$ cat src/rtl/mult_16b_seq.sv
// Iterative unsigned shift-and-add multiplier, 16b x 16b -> 32b, using one
// cla_16b as its only adder. A start/done handshake serves MUL-class ALU ops.
// Optional feature macro: ZERO_SKIP_EN. When it is defined, a zero operand
// finishes in one cycle with product 0.

// 16-bit carry-lookahead adder: 4-bit groups with a second lookahead level.
module cla_16b (
   input  logic [15:0] a,
   input  logic [15:0] b,
   input  logic        c_in,
   output logic [15:0] sum,
   output logic        c_out
);

   logic [15:0] p;
   logic [15:0] g;
   logic [3:0]  gp;
   logic [3:0]  gg;
   logic [4:0]  gc;
   logic [15:0] c;

   assign p = a ^ b;
   assign g = a & b;

   // Group propagate/generate for each 4-bit slice.
   always_comb begin
      gp = '0;
      gg = '0;
      for (int k = 0; k < 4; k++) begin
         gp[k] = &p[4*k +: 4];
         gg[k] = g[4*k+3]
               | (p[4*k+3] & g[4*k+2])
               | (p[4*k+3] & p[4*k+2] & g[4*k+1])
               | (p[4*k+3] & p[4*k+2] & p[4*k+1] & g[4*k]);
      end
   end

   // Carries into each group, all derived directly from c_in.
   always_comb begin
      gc    = '0;
      gc[0] = c_in;
      gc[1] = gg[0] | (gp[0] & c_in);
      gc[2] = gg[1] | (gp[1] & gg[0]) | (gp[1] & gp[0] & c_in);
      gc[3] = gg[2] | (gp[2] & gg[1]) | (gp[2] & gp[1] & gg[0])
            | (gp[2] & gp[1] & gp[0] & c_in);
      gc[4] = gg[3] | (gp[3] & gg[2]) | (gp[3] & gp[2] & gg[1])
            | (gp[3] & gp[2] & gp[1] & gg[0])
            | (gp[3] & gp[2] & gp[1] & gp[0] & c_in);
   end

   // Bit carries inside each group, seeded by the group carry.
   always_comb begin
      c = '0;
      for (int k = 0; k < 4; k++) begin
         c[4*k] = gc[k];
         for (int j = 1; j < 4; j++) begin
            c[4*k+j] = g[4*k+j-1] | (p[4*k+j-1] & c[4*k+j-1]);
         end
      end
   end

   assign sum   = p ^ c;
   assign c_out = gc[4];

endmodule

module mult_16b_seq #(
   parameter int unsigned N     = 16,
   parameter int unsigned CNT_W = 5
) (
   input  logic           clk,
   input  logic           rst_n,
   input  logic           start,
   input  logic [N-1:0]   a,
   input  logic [N-1:0]   b,
   output logic           busy,
   output logic           done,
   output logic [2*N-1:0] product
);

   typedef enum logic [1:0] {
      IDLE = 2'd0,
      RUN  = 2'd1,
      DONE = 2'd2
   } state_t;

   state_t           state_q, state_d;
   logic [N-1:0]     mcand_q, mcand_d;
   logic [N-1:0]     hi_q, hi_d;
   logic [N-1:0]     lo_q, lo_d;
   logic [CNT_W-1:0] cnt_q, cnt_d;
   logic [2*N-1:0]   product_d;
   logic             busy_d;
   logic             done_d;

   logic [N-1:0]     add_op;
   logic [N-1:0]     sum;
   logic             c_out;

   // Adding zero when the multiplier bit is clear keeps a single adder path.
   assign add_op = lo_q[0] ? mcand_q : '0;

   cla_16b u_cla (
      .a     (hi_q),
      .b     (add_op),
      .c_in  (1'b0),
      .sum   (sum),
      .c_out (c_out)
   );

   // State and datapath registers.
   always_ff @(posedge clk or negedge rst_n) begin
      if (!rst_n) begin
         state_q <= IDLE;
         mcand_q <= '0;
         hi_q    <= '0;
         lo_q    <= '0;
         cnt_q   <= '0;
         product <= '0;
         busy    <= 1'b0;
         done    <= 1'b0;
      end else begin
         state_q <= state_d;
         mcand_q <= mcand_d;
         hi_q    <= hi_d;
         lo_q    <= lo_d;
         cnt_q   <= cnt_d;
         product <= product_d;
         busy    <= busy_d;
         done    <= done_d;
      end
   end

   // Next state, next datapath values; busy/done are registered from next state.
   always_comb begin
      state_d   = state_q;
      mcand_d   = mcand_q;
      hi_d      = hi_q;
      lo_d      = lo_q;
      cnt_d     = cnt_q;
      product_d = product;

      case (state_q)
         IDLE, DONE: begin
            if (start) begin
               mcand_d = a;
               hi_d    = '0;
               lo_d    = b;
               cnt_d   = '0;
               state_d = RUN;
`ifdef ZERO_SKIP_EN
               if ((a == '0) || (b == '0)) begin
                  state_d   = DONE;
                  product_d = '0;
               end
`endif
            end else begin
               state_d = IDLE;
            end
         end
         RUN: begin
            // Carry-out becomes the new MSB of hi, so no product bit is lost.
            {hi_d, lo_d} = {c_out, sum, lo_q[N-1:1]};
            cnt_d        = cnt_q + CNT_W'(1);
            if (cnt_q == CNT_W'(N-1)) begin
               state_d   = DONE;
               product_d = {c_out, sum, lo_q[N-1:1]};
            end
         end
         default: state_d = IDLE;
      endcase

      busy_d = (state_d == RUN);
      done_d = (state_d == DONE);
   end

endmodule
$ cat config.mk
export PLATFORM = sky130hd
export DESIGN_NAME = mult_16b_seq
export DESIGN_NICKNAME = d
export VERILOG_FILES = /design/src/rtl/mult_16b_seq.sv
export SDC_FILE = /design/constraint.sdc
export NUM_CORES = 1
export LEC_CHECK = 0
export CORE_ASPECT_RATIO = 0.6
export CORE_MARGIN = 4
export CORE_UTILIZATION = 45
export DETAILED_ROUTE_END_ITERATION = 7
export GPL_TIMING_DRIVEN = 0
export HOLD_SLACK_MARGIN = 0.1
export MAX_ROUTING_LAYER = met4
export PLACE_DENSITY_LB_ADDON = 0.15
export SYNTH_ARGS = -nofsm -noshare
export SYNTH_HDL_FRONTEND = slang
export SYNTH_SLANG_ARGS = --single-unit
$ cat constraint.sdc
create_clock -name clk -period 4.6 [get_ports clk]
set_input_delay 0.69 -clock clk [delete_from_list [all_inputs] [get_ports clk]]
set_output_delay 0.69 -clock clk [all_outputs]
set_load 0.01 [all_outputs]
==> summary.txt, run 1 <==
Outcome
  – Status: finished clean

Timing
  – WHS: around 0.22 ns
  – Setup TNS: 0 ns
  – Final Setup Violations: 0
  – Max Slew Vio Count: 0
  – Fin. Hold Viols: 0
  – Final Cycle Share: 0.861
  – Worst Skew: about 0.007 ns
  – Least-Margin Pin Slew: around 0.59 ns
  – Max Fclk: around 250 MHz
  – Rel. slew slack: 0.608
  – RSZ-0062 raised after global routing: false
  – Fin crit period: between 3 and 4 ns

Cells and area
  – Fill cells: 709
  – Most common cell after layout, fill and taps aside: nand2_1
  – Layout Cells excl Fill: roughly 590
  – Fin nets: ~540
  – Commonest cells after routing, fill and taps aside: 115 x nand2_1, 89 x dfrtp_1, 67 x clkdlybuf4s50_1, 25 x inv_1, 25 x o21ai_0
  – Area grow syn2layout: 28.6%
  – Fin util: 0.613
  – N_diodes: 0
  – Layout cells sized above 1: 0.105

Power
  – Lkg Pwr: 2.59 nW
  – Clock share of power: 0.216
  – PwrDens: between 700 and 800 nW/um^2
  – Sequential power share: 0.364
  – Net switching power: between 0.001 and 0.0015 W
  – Gate power share: 0.420
  – Power Internal: between 0.002 and 0.003 W
  – Switching share of power: 0.352
  – Worst VDD drop: approximately 0.33 mV

Placed design
  – Gpl congestion: 0.803
  – Port bufs: 68
  – Dpl hpwl: approximately 6900 um
  – Placed Cells: about 570

Clock tree
  – Clk pin slew, worst setup/hold paths: 0.06 ns
  – CTS buffer count: 9
  – CTS H-tree lvls: 3
  – Hold-fix buffers, CTS: 0
  – Num Clock Sinks: 89
  – CTS Buffer Depth: 2
  – Post_cts resized: 0
  – Root Driver: clkbuf_16
  – CTS tree: yes
  – Post-CTS Setup Inserts: 0
  – Latest clock arrival within the worst-skew pair: 0.34 ns

Die
  – Number of I/O pins: approximately 70
  – Die Height: between 80 and 90 um
  – Initial core utilization: 0.476
  – Die ar.: 10900 um^2
  – X dimension of the die: between 100 and 150 um
  – Core box area: 8750 um^2
  – Placement Rows: 26

Detailed routing
  – DRC viols: 0
  – Post-DR vias/cell: slightly above 5
  – Routed WL: around 9500 um
  – DRT Pass-1 Iters: 5
  – Avg WL per Cell: ~16 um
  – DR iter-0 viols: between 100 and 150
  – DRT antenna net count: 0
  – Total number of vias: about 3000

Synth
  – Top cell type by total area after synthesis: dfrtp_1
  – Top cells by area, synth: dfrtp_1 53%, nand2_1 10%, ha_1 5.4%
  – Multiplexer area fraction after synthesis: 0.0684
  – Post-synthesis xor/xnor area fraction: 0.00840
  – Synth Area in Simple Gates: 0.141
  – Number of synthesized register bits: 89
  – Mapped Avg Cell Area: 10.6 um^2
  – Synth Area in Adders: 0.107
  – Post-synthesis compound-gate area fraction: 0.0945
  – Largest family of logic cells by synthesized area: simple AND/OR/NAND/NOR gates
  – Syn Nets: ~460
  – Cell variety after synth: 34
  – Yosys warnings: 0
  – Post-Syn Area: around 4200 um^2
  – Syn Inst Count: 392
  – Synth top area share: 0.534
  – Seq/Total Area, Yosys: 0.534

Setup path
  – Crit. Startpoint: lo_q[0]
  – Reg2reg start: lo_q[0]
  – Setup CP Type: reg -> reg
  – CP Launch Type: flop
  – Chain of cells forming the critical path: clkbuf_1, nand2_1, inv_1, ha_1, a21oi_1, o21ai_1, a221o_1, nor2b_1, nor2b_1, fa_1, fa_1, inv_1, fa_1, mux2_4
  – Slowest-stage cell, CP: dfrtp_1
  – CP top delay family: adder cells
  – Worst Path Arrival: between 4 and 5 ns
  – CP Buf/Inv Count: 3
  – Crit path largest cell delay: around 0.53 ns
  – CP dominant cell by count: fa_1
  – Required time worst endpoint: 4.83 ns
  – Crit end category: flop
  – Max Fanout on Critical Path: 10

Run
  – Maxcap violations: 0

Global routing
  – Global route overflow: 0
  – First-pass GRT wire length: approximately 16000 um
  – Vias in the first global route: 3096
  – Initial antenna violation count: 0
  – Pin count of the biggest net entering global routing: around 70
  – GRT Util Overall: 0.197

Min path
  – Worst hold path type: in -> async
==> registers in the layout (all words and copies together), names as in the netlist <==
name and count:
product 32, hi_q 16, lo_q 16, mcand_q 16, cnt_q 5, state_q 2
busy 1, done 1
==> path summary, 6_finish.rpt <==
path                                to  slack (ns)  cells past startpoint
setup / recovery           product[29]        0.64                     14
hold / removal             product[11]        0.22                      1
setup reg to reg           product[29]        0.64                     14
hold reg to reg            mcand_q[10]        0.47                      2
max in group asynchronous   product[2]        3.74                      2
min in group clk           mcand_q[10]        0.47                      2
==> cell usage after synthesis <==
cell / n
xor2_1: 2
and2_1: 7
nor2_1: 4
a211oi_1: 2
and3_1: 1
xnor2_1: 2
o21a_1: 2
inv_1: 25
a21oi_1: 6
buf_2: 7
nand3_1: 4
dfrtp_1: 89
mux2_2: 11
ha_1: 18
and4_1: 1
buf_6: 2
o21ai_1: 1
a22o_1: 7
nor2b_1: 3
nor2_2: 1
o21ai_0: 25
and2b_1: 1
fa_1: 11
nand2_1: 115
mux2_1: 1
inv_2: 1
nand4_1: 3
a221o_1: 1
mux2_4: 10
clkbuf_1: 8
nand2b_1: 2
a31oi_1: 2
a22oi_1: 16
buf_4: 1
==> power by group through the flow <==
stage / clock network [W] / registers [W] / logic (W)
after floorplan: 0 / 0.00144 / 0.000969
after global placement: 0 / 0.00143 / 0.00161
after detailed placement: 0 / 0.00144 / 0.00166
after CTS: 0.000863 / 0.00143 / 0.00167
after global routing: 0.000900 / 0.00148 / 0.00187
final: 0.000849 / 0.00143 / 0.00165
==> worst register-to-register path: stages (launching register included) <==
cell and delay (ns):
dfrtp_1 0.53, clkbuf_1 0.48, nand2_1 0.18, inv_1 0.09, ha_1 0.14, a21oi_1 0.04
o21ai_1 0.19, a221o_1 0.24, nor2b_1 0.27, nor2b_1 0.10, fa_1 0.39, fa_1 0.38
inv_1 0.08, fa_1 0.45, mux2_4 0.29
==> cell type report <==
cell class	count	area [um^2]	share of cell area
clock inverter	5	103	0.0191
multi-input combinational	259	1750	0.326
buffer	18	95.1	0.0177
inverter	26	97.6	0.0182
clock buffer	11	243	0.0453
tap	112	140	0.0261
timing repair buffer	69	706	0.132
sequential	89	2230	0.416
==> kinds of logic after synthesis <==
kind of cell / after synthesis
compound gates: 62
xor+xnor: 4
fa+ha+maj: 29
buf+inv: 44
flops: 89
mux: 22
simple gates: 142
==> through the flow <==
step                      power (W)  setup slack, ns  instance area [um^2]
after floorplan             0.00240             1.38                  4170
after global placement      0.00303           -0.374                  4990
after detailed placement    0.00310            0.682                  5010
after CTS                   0.00397            0.660                  5360
after global routing        0.00425            0.417                  5360
final                       0.00393            0.640                  5360
==> layer usage <==
layer / global-route usage / part of all wire / up-vias
met5: - / 0 / -
met4: 0.0436 / 0.010 / 0
met3: 0.0539 / 0.063 / 11
met2: 0.305 / 0.43 / 73
met1: 0.263 / 0.50 / 1429
li1: - / - / 1459
Power figures use the tool's default switching activity.
==> inputs of run 2 (changes only) <==
- MAX_ROUTING_LAYER: met4 -> default
==> run 2 against run 1 <==
Compared with the run above: clock power is essentially flat; critical path depth unchanged; first-iteration DRC count shrank 5.5%; via count decreased by 0.17%; non-clock buffer count stayed put; register-to-register slack barely moved; total power barely moved; sequential power hardly changed; maximum frequency shrank 0.18%; largest cell class unchanged.
==> summary.txt, run 2 (synthesized netlist as in run 1, its figures left out) <==
Die
  – Placement Rows: 26
  – Die Height: 82.6 um
  – X dimension of the die: 132 um
  – Core box area: 8750 um^2
  – Initial core utilization: 0.476
  – Number of I/O pins: 69
  – Die ar.: about 11000 um^2

Global routing
  – Pin count of the biggest net entering global routing: between 70 and 80
  – Grt peak-use layer: met2
  – First-pass GRT wire length: 15900 um
  – GRT Util Overall: 0.190
  – Met1 Use GR: 0.263
  – Met3 Usage GRT: 0.0533
  – Vias in the first global route: between 3000 and 4000
  – Global route overflow: 0
  – M2 GR Usage: 0.304
  – Initial antenna violation count: 0

Detailed routing
  – DR iter-0 viols: about 140
  – DRT Pass-1 Iters: 5
  – Routed WL: 9480 um
  – Avg WL per Cell: 16.1 um
  – DRC viols: 0
  – DRT antenna net count: 0
  – Total number of vias: roughly 3000
  – Post-DR vias/cell: 5.04

Timing
  – Fin crit period: between 3 and 4 ns
  – Least-Margin Pin Slew: between 0.5 and 0.6 ns
  – WHS: ~0.22 ns
  – Fin. Hold Viols: 0
  – Max Fclk: 252 MHz
  – Max Slew Vio Count: 0
  – Worst Skew: roughly 0.0064 ns
  – Rel. slew slack: 0.624
  – Final Setup Violations: 0
  – RSZ-0062 raised after global routing: false
  – Final Cycle Share: 0.862

Outcome
  – Status: finished clean

Clock tree
  – Latest clock arrival within the worst-skew pair: between 0.3 and 0.4 ns
  – CTS Buffer Depth: 2
  – Num Clock Sinks: slightly below 90
  – Hold-fix buffers, CTS: 0
  – Root Driver: clkbuf_16
  – CTS buffer count: 9
  – Post_cts resized: 0
  – Post-CTS Setup Inserts: 0
  – CTS tree: yes
  – Clk pin slew, worst setup/hold paths: 0.06 ns
  – CTS H-tree lvls: 3

Cells and area
  – Most common cell after layout, fill and taps aside: nand2_1
  – Commonest cells after routing, fill and taps aside: 115 x nand2_1, 89 x dfrtp_1, 67 x clkdlybuf4s50_1, 25 x inv_1, 25 x o21ai_0
  – Max reg flops: 32
  – N_diodes: 0
  – Largest register by flop count: product
  – Layout cells sized above 1: 0.105
  – Fill cells: roughly 710
  – Fin nets: about 540
  – Post-route design area: 5360 um^2
  – Area grow syn2layout: 28.6%

Power
  – PwrDens: between 700 and 800 nW/um^2
  – Worst VDD drop: 0.332 mV
  – Power Internal: approximately 0.0025 W
  – Switching share of power: 0.352
  – Clock share of power: 0.216
  – Gate power share: 0.420
  – Net switching power: approximately 0.0014 W
  – Sequential power share: 0.364
  – Lkg Pwr: 2.59 nW

Setup path
  – R2R Setup Slk: roughly 0.63 ns
  – Crit path largest cell delay: 0.54 ns
  – Chain of cells forming the critical path: clkbuf_1, nand2_1, inv_1, ha_1, a21oi_1, o21ai_1, a221o_1, nor2b_1, nor2b_1, fa_1, fa_1, inv_1, fa_1, mux2_4
  – CP Depth: 14
  – Worst Path Arrival: around 4.2 ns
  – Crit end category: flop
  – Required time worst endpoint: between 4 and 5 ns
  – Setup CP Type: reg -> reg
  – CP Launch Type: flop
  – CP top delay family: adder cells
  – CP Buf/Inv Count: 3
  – Slowest-stage cell, CP: dfrtp_1
  – R2R cell count: 14
  – CP dominant cell by count: fa_1
  – Max Fanout on Critical Path: 10

Min path
  – Worst hold path type: in -> async

Placed design
  – Port bufs: 68
  – Post-DP Area: 5010 um^2
  – Gpl congestion: 0.792
  – Dpl hpwl: 6930 um

Run
  – Maxcap violations: 0
==> run 2: cell counts in the layout (fill, tap and decap cells not counted) <==
No cell type changed its count.
==> run 2: per-stage QoR <==
stage / std cells / util / setup WS (ns) / total power, W / setup TNS, ns
after detailed placement: 573 / 0.573 / 0.682 / 0.00310 / 0
after global routing: 589 / 0.613 / 0.417 / 0.00425 / 0
after CTS: 589 / 0.613 / 0.660 / 0.00397 / 0
after global placement: 572 / 0.570 / -0.374 / 0.00303 / -32.60
after floorplan: 392 / - / 1.38 / 0.00240 / 0
final: 589 / 0.613 / 0.633 / 0.00393 / 0
==> run 2: layout make-up <==
cell class                      count  area [um^2]  share of cell area
Inverter                           26         97.6              0.0182
Sequential cell                    89         2230               0.416
Clock buffer                       11          243              0.0453
Clock inverter                      5          103              0.0191
Multi-Input combinational cell    259         1750               0.326
Tap cell                          112          140              0.0261
Timing Repair Buffer               69          706               0.132
Buffer                             18         95.1              0.0177
==> run 2: power groups by stage <==
stage / Clock, W / Sequential, W / Combinational, W
after floorplan: 0 / 0.00144 / 0.000969
after global placement: 0 / 0.00143 / 0.00161
after detailed placement: 0 / 0.00144 / 0.00166
after CTS: 0.000863 / 0.00143 / 0.00167
after global routing: 0.000899 / 0.00148 / 0.00187
final: 0.000849 / 0.00143 / 0.00165
==> run 2: per-layer routing <==
layer	vias to the layer above	share of wire
met5	-	0
met4	0	0.0095
met3	9	0.065
met2	71	0.44
met1	1426	0.49
li1	1461	-
==> run 2: worst paths after layout <==
path,start,end
worst max-delay path,lo_q[0],product[29]
worst min-delay path,rst_n,product[11]
worst max register to register,lo_q[0],product[29]
worst min register to register,mcand_q[10],mcand_q[10]
max in group asynchronous,rst_n,mcand_q[4]
min in group clk,mcand_q[10],mcand_q[10]
==> run 2: worst reg2reg max path, stage by stage (launching register included) <==
cell	delay (ns)
dfrtp_1	0.54
clkbuf_1	0.48
nand2_1	0.18
inv_1	0.09
ha_1	0.14
a21oi_1	0.04
o21ai_1	0.19
a221o_1	0.24
nor2b_1	0.27
nor2b_1	0.10
fa_1	0.39
fa_1	0.38
inv_1	0.09
fa_1	0.45
mux2_4	0.29
